File: src/rtl/instr_fetch_queue.sv
// Instruction fetch queue: fetches sequentially from a combinational
// instruction memory and buffers {pc+4, instr} pairs for the decode stage.
// A redirect flushes the queue and restarts fetch at the new address.
module instr_fetch_queue #(
   parameter int unsigned DEPTH    = 4,
   parameter logic [31:0] RESET_PC = 32'h0000_0000
) (
   input  logic                     clk_i,
   input  logic                     rst_i,
   input  logic                     redirect_i,
   input  logic [31:0]              redirect_pc_i,
   output logic [31:0]              imem_addr_o,
   output logic                     imem_req_o,
   input  logic [31:0]              imem_instr_i,
   output logic                     out_valid_o,
   output logic [31:0]              out_instr_o,
   output logic [31:0]              out_pc_plus4_o,
   input  logic                     out_ready_i,
   output logic [$clog2(DEPTH):0]   count_o
);

   localparam int unsigned PTR_W = $clog2(DEPTH);
   localparam int unsigned CNT_W = PTR_W + 1;
   localparam logic [CNT_W-1:0] FULL_CNT = CNT_W'(DEPTH);

   logic [31:0]      fetch_pc;
   logic [PTR_W-1:0] head_ptr;
   logic [PTR_W-1:0] tail_ptr;
   logic [CNT_W-1:0] count_r;
   logic [31:0]      instr_mem [DEPTH];
   logic [31:0]      pc4_mem   [DEPTH];

   logic pop;
   logic push;

   // Redirect targets are word aligned; the low bits are deliberately dropped.
   logic unused_redirect_lsbs;
   assign unused_redirect_lsbs = ^redirect_pc_i[1:0];

   // Pointers wrap naturally because DEPTH is a power of two.
   function automatic logic [PTR_W-1:0] ptr_inc(input logic [PTR_W-1:0] p);
      return p + PTR_W'(1);
   endfunction

   assign imem_addr_o    = {fetch_pc[31:2], 2'b00};
   assign out_valid_o    = (count_r != '0);
   assign out_instr_o    = out_valid_o ? instr_mem[head_ptr] : 32'h0;
   assign out_pc_plus4_o = out_valid_o ? pc4_mem[head_ptr]   : 32'h0;
   assign count_o        = count_r;

   // A slot freed by this cycle's pop may be refilled in the same cycle.
   assign pop        = out_valid_o & out_ready_i;
   assign push       = !redirect_i & ((count_r < FULL_CNT) | pop);
   assign imem_req_o = push;

   // Control state: fetch address, pointers and occupancy; reset beats redirect.
   always_ff @(posedge clk_i) begin
      if (rst_i) begin
         fetch_pc <= RESET_PC;
         head_ptr <= '0;
         tail_ptr <= '0;
         count_r  <= '0;
      end else if (redirect_i) begin
         fetch_pc <= {redirect_pc_i[31:2], 2'b00};
         head_ptr <= '0;
         tail_ptr <= '0;
         count_r  <= '0;
      end else begin
         if (push) begin
            fetch_pc <= fetch_pc + 32'd4;
            tail_ptr <= ptr_inc(tail_ptr);
         end
         if (pop) begin
            head_ptr <= ptr_inc(head_ptr);
         end
         if (push && !pop) begin
            count_r <= count_r + CNT_W'(1);
         end else if (pop && !push) begin
            count_r <= count_r - CNT_W'(1);
         end
      end
   end

   // Entry storage: cleared on reset, written at the tail on every accepted fetch.
   always_ff @(posedge clk_i) begin
      if (rst_i) begin
         for (int i = 0; i < DEPTH; i++) begin
            instr_mem[i] <= 32'h0;
            pc4_mem[i]   <= 32'h0;
         end
      end else if (push) begin
         instr_mem[tail_ptr] <= imem_instr_i;
         pc4_mem[tail_ptr]   <= fetch_pc + 32'd4;
      end
   end

endmodule
File: config.mk
export PLATFORM = sky130hd
export DESIGN_NAME = instr_fetch_queue
export DESIGN_NICKNAME = d
export VERILOG_FILES = /design/src/rtl/instr_fetch_queue.sv
export SDC_FILE = /design/constraint.sdc
export NUM_CORES = 1
export LEC_CHECK = 0
export CORE_MARGIN = 4
export CORE_UTILIZATION = 56
export DETAILED_ROUTE_END_ITERATION = 12
export HOLD_SLACK_MARGIN = 0.05
export PLACE_DENSITY = 0.8
export SKIP_LAST_GASP = 1
export SLEW_MARGIN = 30
export SYNTH_ARGS = -nofsm -noshare
export SYNTH_HDL_FRONTEND = slang
export SYNTH_SLANG_ARGS = --single-unit
File: constraint.sdc
create_clock -name clk_i -period 4.8 [get_ports clk_i]
set_clock_uncertainty 0.1 [all_clocks]
set_input_delay 0.72 -clock clk_i [delete_from_list [all_inputs] [get_ports clk_i]]
set_output_delay 0.72 -clock clk_i [all_outputs]
set_load 0.01 [all_outputs]
==> flow_summary_export.csv <==
group,metric,value,unit
critical_path,cp.arrival,2.86,ns
min_path,hold_path_class,"flip-flop to flip-flop",
final_layout,nets,1262,
sta,fin_ws,1.12,ns
critical_path,start_kind,"flip-flop",
die,initial_core_util,56.6,%
global_route,grt_max_degree,48,
yosys,async_flop_share,0,%
sta,fmax,272,MHz
clock_network,tritoncts,"built",
sta,rsz0062_at_grt,"no",
routing,post_drt_via_cell_ratio,6.14,
pwr,p_int,0.00465,W
die,fp.dieArea,27100,um^2
clock_network,insertion_delay,0.55,ns
min_path,min_to,"count_o[2]",
yosys,synth_area_per_cell,12.9,um^2
critical_path,end_kind,"output pin",
sta,whs,0.426,ns
min_path,hold_depth,2,
sta,drv_slew,0,
clock_network,clockBufferDepth,3,
final_layout,fillers,1730,
critical_path,cp_data_required_time,3.98,ns
global_route,antenna_found_initial,0,
die,coreArea,24200,um^2
global_route,grt.overflow.total,0,
critical_path,rrSetupSlack,1.53,ns
final_layout,syn_to_final_growth,21.4,%
critical_path,rr_startpoint,"fetch_pc[9]",
routing,drc_errors,0,
clock_network,clock-sinks,287,
clock_network,cts_hold_buf,0,
placed_design,routabilityCongestion,0.886,
critical_path,reg2reg_to,"pc4_mem[3][25]",
pwr,pwr-share-comb,11.6,%
clock_network,cts-resized-gates,0,
critical_path,reg2reg_depth,4,
sta,max-slew-margin-rel,46.5,%
yosys,ys_warn_count,0,
placed_design,placed_area,15600,um^2
clock_network,cts_setup_buffers,0,
sta,tns,0,ns
global_route,grt_usage,24.5,%
sta,setup_violations,0,
critical_path,critical_path_class,"flip-flop to output pin",
placed_design,port_buffers,162,
die,die_x,165,um
final_layout,design_area,16700,um^2
routing,drtAntennaViolNets,0,
die,io_pins,169,
die,rows,57,
die,dieHeight,165,um
clock_network,htreeDepth,1,
pwr,pwr-share-seq,48.7,%
pwr,switchingPower,0.00139,W
pwr,ir_drop,268,uV
yosys,yosysSeqAreaShare,59.9,%
placed_design,place_ws,1.08,ns
global_route,grt_pass1_vias,9559,
yosys,syn_area,13700,um^2
yosys,syn_inst,1067,
placed_design,place_hpwl,20700,um
min_path,worstHoldStart,"count_o[2]",
sta,worstMarginPinSlew,0.795,ns
clock_network,root_buffer,"clkbuf_16",
final_layout,drive_gt1_share,12.3,%
final_layout,diodes,0,
sta,finalCriticalPeriod,3.68,ns
yosys,ys_types,54,
yosys,ys_seq_elements,287,
routing,drt-initial-drc-count,813,
critical_path,crit_fanout,24,
pwr,power_density,362,nW/um^2
pwr,netSwitchingFraction,23.0,%
status,outcome,"complete, no violations",
yosys,synth_edf_count,248,
clock_network,clk_pin_slew_worst_paths,0.06,ns
clock_network,numCtsBuffers,30,
yosys,ys.flop_type,"edfxtp_1",
flow_run,max_cap_viol_count,0,
sta,period_share,76.6,%
routing,wire_per_inst,21.4,um
routing,drt-total-wl,33000,um
routing,dr.pass1.iters,6,
pwr,clockPowerShare,39.8,%
routing,vias,9445,
pwr,p_leak,5.81,nW
sta,hold_viol,0,
global_route,grt_first_pass_wirelength,51700,um
state kept, by name (all words and copies together) (netlist names), named ones only:
signal     flops
tail_ptr       2
head_ptr       2
count_o        3
instr_mem    128
pc4_mem      120
fetch_pc      30
final cells by class:
type | count | area [um^2] | share of cell area [%]
flip-flops and latches | 287 | 8230 | 49.4
multi-input cells | 677 | 5110 | 30.7
repair buffers | 184 | 1850 | 11.1
clock buffers | 37 | 798 | 4.79
well taps | 324 | 405 | 2.43
clock inverters | 19 | 233 | 1.40
inverters | 11 | 41.3 | 0.248
power by group through the flow:
stage	combinational (W)	clock, W	sequential (W)
after global placement	0.000689	0	0.00298
after floorplan	0.000379	0	0.00296
after detailed placement	0.000700	0	0.00299
after global routing	0.000755	0.00253	0.00296
final	0.000698	0.00240	0.00294
after CTS	0.000705	0.00242	0.00294
worst max-delay path, cell delays in order (launching register included):
cell and delay [ns]:
dfxtp_4 0.69, buf_4 0.36, mux4_2 0.54, and2_1 0.21, clkdlybuf4s50_1 0.49
worst max-delay path by stage:
stage                           from                 end  slack, ns  depth (start not counted)
after floorplan                rst_i     instr_mem[0][0]       1.03                          5
after global placement    redirect_i    instr_mem[0][26]       1.11                          7
after detailed placement  redirect_i    instr_mem[0][26]       1.08                          7
after CTS                  flip-flop  out_pc_plus4_o[14]       1.07                          4
after global routing       flip-flop  out_pc_plus4_o[14]       0.93                          4
final                      flip-flop  out_pc_plus4_o[14]       1.12                          4
through the flow:
step	total power [W]	std cells	utilization (%)
6_report	0.00604	1539	68.7
3_3_place_gp	0.00367	1482	64.4
5_1_grt	0.00624	1539	68.7
4_1_cts	0.00607	1539	68.7
3_5_place_dp	0.00369	1483	64.5
2_1_floorplan	0.00334	1070	-
routing by layer:
layer  vias to the layer above  share of wire (%)  GRT usage [%]
li1                       4260                  -              -
met1                      4677                 40           33.2
met2                       455                 50           41.8
met3                        53                8.4           3.77
met4                         0                2.1           6.50
met5                         -                  0              0
cells in the final DEF (no fill, tap or decap), types with 18 or more instances in the layout:
master / n
or4_1: 25
mux4_2: 62
edfxtp_1: 248
clkdlybuf4s50_1: 162
and3_1: 40
and2_1: 162
dfxtp_1: 37
xnor2_1: 18
nor2_1: 90
clkbuf_16: 31
nand2_1: 35
a21oi_1: 59
cell families after synthesis:
| kind of cell | share of synthesized area, % |
|---|---|
| simple gates | 18.6 |
| flops | 59.9 |
| compound gates | 6.05 |
| buf+inv | 3.22 |
| mux | 10.2 |
| xor+xnor | 1.60 |
| fa+ha+maj | 0.328 |
| other cells | 0.0273 |
cell usage after synthesis, types with 15 or more instances:
master / instances / area [um^2]
or4_1: 25 / 188
edfxtp_1: 248 / 7450
nand2_1: 35 / 131
xnor2_1: 18 / 158
dfxtp_1: 39 / 781
nand3_1: 17 / 85.1
or3_1: 17 / 106
mux4_2: 62 / 1400
nor2_1: 91 / 342
and3_1: 40 / 250
and2_1: 162 / 1010
o21ai_0: 15 / 75.1
a21oi_1: 59 / 295
clkbuf_1: 67 / 251
Power figures use the tool's default switching activity.
==> RTL change (config.mk and constraints unchanged) <==
The parameter `DEPTH` goes from 4 to 2.
--- a/src/rtl/instr_fetch_queue.sv
+++ b/src/rtl/instr_fetch_queue.sv
@@ -2,7 +2,7 @@
 // instruction memory and buffers {pc+4, instr} pairs for the decode stage.
 // A redirect flushes the queue and restarts fetch at the new address.
 module instr_fetch_queue #(
-   parameter int unsigned DEPTH    = 4,
+   parameter int unsigned DEPTH    = 2,
    parameter logic [31:0] RESET_PC = 32'h0000_0000
 ) (
    input  logic                     clk_i,
Interface: changed (resized count_o); port bits go from 169 to 168. No check against the original RTL was run, so the function may have changed too.
==> RTL change against the unedited design <==
Global-route usage fell by 0.82 points; routed wire length fell by 44%; sequential cell count decreased by 128; synthesized area decreased by 44%; setup slack gained 260 ps; design area fell by 40%; power decreased by 44%; synthesized cell count fell by 33%.
==> RTL change: results (changes against the unedited design) <==
Worst-Skew Late Latency=420 ps (was 550 ps); synth warn=0 (unchanged); antenna violations before repair=0 (unchanged); Leakage Power=3.477 nW (was 5.810 nW); Reg2Reg Launch Point=fetch_pc[2]$_SDFFE_PP0P_ (was fetch_pc[9]$_SDFFE_PP0P_); Hold Crit Class=reg -> reg (unchanged); design area=10080 um2 (was 16670 um2); postcts setup bufs=0 (unchanged); met3 WL=1276 um (was 2757 um); Layout fillers=944 (was 1730); outcome=completed (unchanged); placed cell areas=9498 um2 (was 15640 um2); biggest regs=instr_mem x64, pc4_mem x60, fetch_pc x30 (was instr_mem x128, pc4_mem x120, fetch_pc x30); PostCTS Resize Cnt=0 (unchanged); number of global-route vias before repair=5996 (was 9559); H-tree levels=4 (was 1); gpl congestion=0.8906 (was 0.8863); ranking of synthesized cells by instance count=156 x nor2_1, 124 x edfxtp_1, 67 x and2_1 (was 248 x edfxtp_1, 162 x and2_1, 91 x nor2_1); Final nets=924 (was 1262); Clock Tree Buf Depth=2 (was 3); first-pass GRT wire length=29810 um (was 51690 um); Port Buffer Count=161 (was 162); CTS buffer count=17 (was 30); flop2flop setup slack=1980 ps (was 1530 ps); root buffer cell=clkbuf_16 (unchanged); wire per inst=17.81 um (was 21.42 um); Slew @ Worst Pin=823.8 ps (was 795.4 ps); CP Launch Point=count_o[0]$_SDFFE_PP0P_; part of the Yosys area used for sequential elements=0.5719 (was 0.5994); detailed-router iteration count before antenna repair=5 (was 6); n_diodes=0 (unchanged); Initial DRC Count=418 (was 813); Tot GR Track Use=0.2367 (was 0.2449); largest net degree at the start of global routing=47 (was 48); layout cell share with drive strength beyond 1=0.06113 (was 0.1235); M1 WL=7341 um (was 13040 um); Unique masters post-synth=40 (was 54); Top Metal Used=met4 (unchanged); FFs w/ async S/R, synth=0 (unchanged); CTS clk-pin slew, worst paths=60 ps (about the same); dpl hpwl=12700 um (was 20690 um); EDFF count, synth=124 (was 248); DR vias=5861 (was 9445); hold_sp=head_ptr$_SDFFE_PP0P_ (was count_o[2]$_SDFFE_PP0P_); worst IR drop on VDD=0.2603 mV (was 0.2679 mV); data arrival time of the worst path=2600 ps (was 2860 ps); worst-path maximum fanout=33 (was 24); metal2 WL=9500 um (was 16470 um); largest cells by area after synthesis=edfxtp_1 48%, dfxtp_1 9.1%, mux2i_1 8.4%, nor2_1 7.6%, and2_1 5.4% (was edfxtp_1 54%, mux4_2 10%, and2_1 7.4%, dfxtp_1 5.7%, nor2_1 2.5%)
## RTL change: report_power, final
group / switching (mW) / internal (mW) / leakage, nW
clock network: 0.496 / 0.825 / 0.275
logic: 0.209 / 0.207 / 1.59
registers: 0.0628 / 1.58 / 1.61
## RTL change: final cells by class
cell class / instances / share of cell area
flip-flops and latches: 159 / 0.4393
repair buffers: 170 / 0.1691
inverters: 6 / 0.002234
multi-input cells: 500 / 0.3105
well taps: 176 / 0.02185
clock inverters: 8 / 0.01130
clock buffers: 24 / 0.04580
## RTL change: kinds of logic after synthesis
kind of cell / synth area share
buffers and inverters: 0.02992
multiplexers: 0.08410
flip-flops: 0.5719
AO/OA/AOI/OAI: 0.03493
adder cells (fa/ha/maj): 0.003234
other: 0.0004847
AND/OR/NAND/NOR: 0.2154
XOR/XNOR: 0.06000
## RTL change: critical path: stages (launching register included)
cell and delay [ps]:
dfxtp_1 360, nor2_4 670, buf_4 480, nor2_1 140
clkdlybuf4s50_1 500
## RTL change: path summary, 6_finish.rpt
kind	endpoint	cells after the start
setup / recovery	out_pc_plus4_o[21]	4
hold / removal	head_ptr$_SDFFE_PP0P_	2
setup reg to reg	fetch_pc[22]$_SDFFE_PP0P_	5
hold reg to reg	head_ptr$_SDFFE_PP0P_	2
## RTL change: metal layers
| layer | up-vias | global-route usage |
|---|---|---|
| met5 | - | 0 |
| met1 | 2823 | 0.2812 |
| li1 | 2755 | - |
| met2 | 242 | 0.4191 |
| met4 | 0 | 0.09375 |
| met3 | 41 | 0.05032 |
## RTL change: stage by stage
| stage | hold slack, ps | setup slack [ps] | cells |
|---|---|---|---|
| after global placement | 369.8 | 1353 | 1010 |
| after floorplan | 361.6 | 336.4 | 714 |
| after CTS | 420.3 | 1365 | 1043 |
| final | 420.4 | 1384 | 1043 |
| after global routing | 452.0 | 1244 | 1043 |
| after detailed placement | 410.0 | 1254 | 1011 |
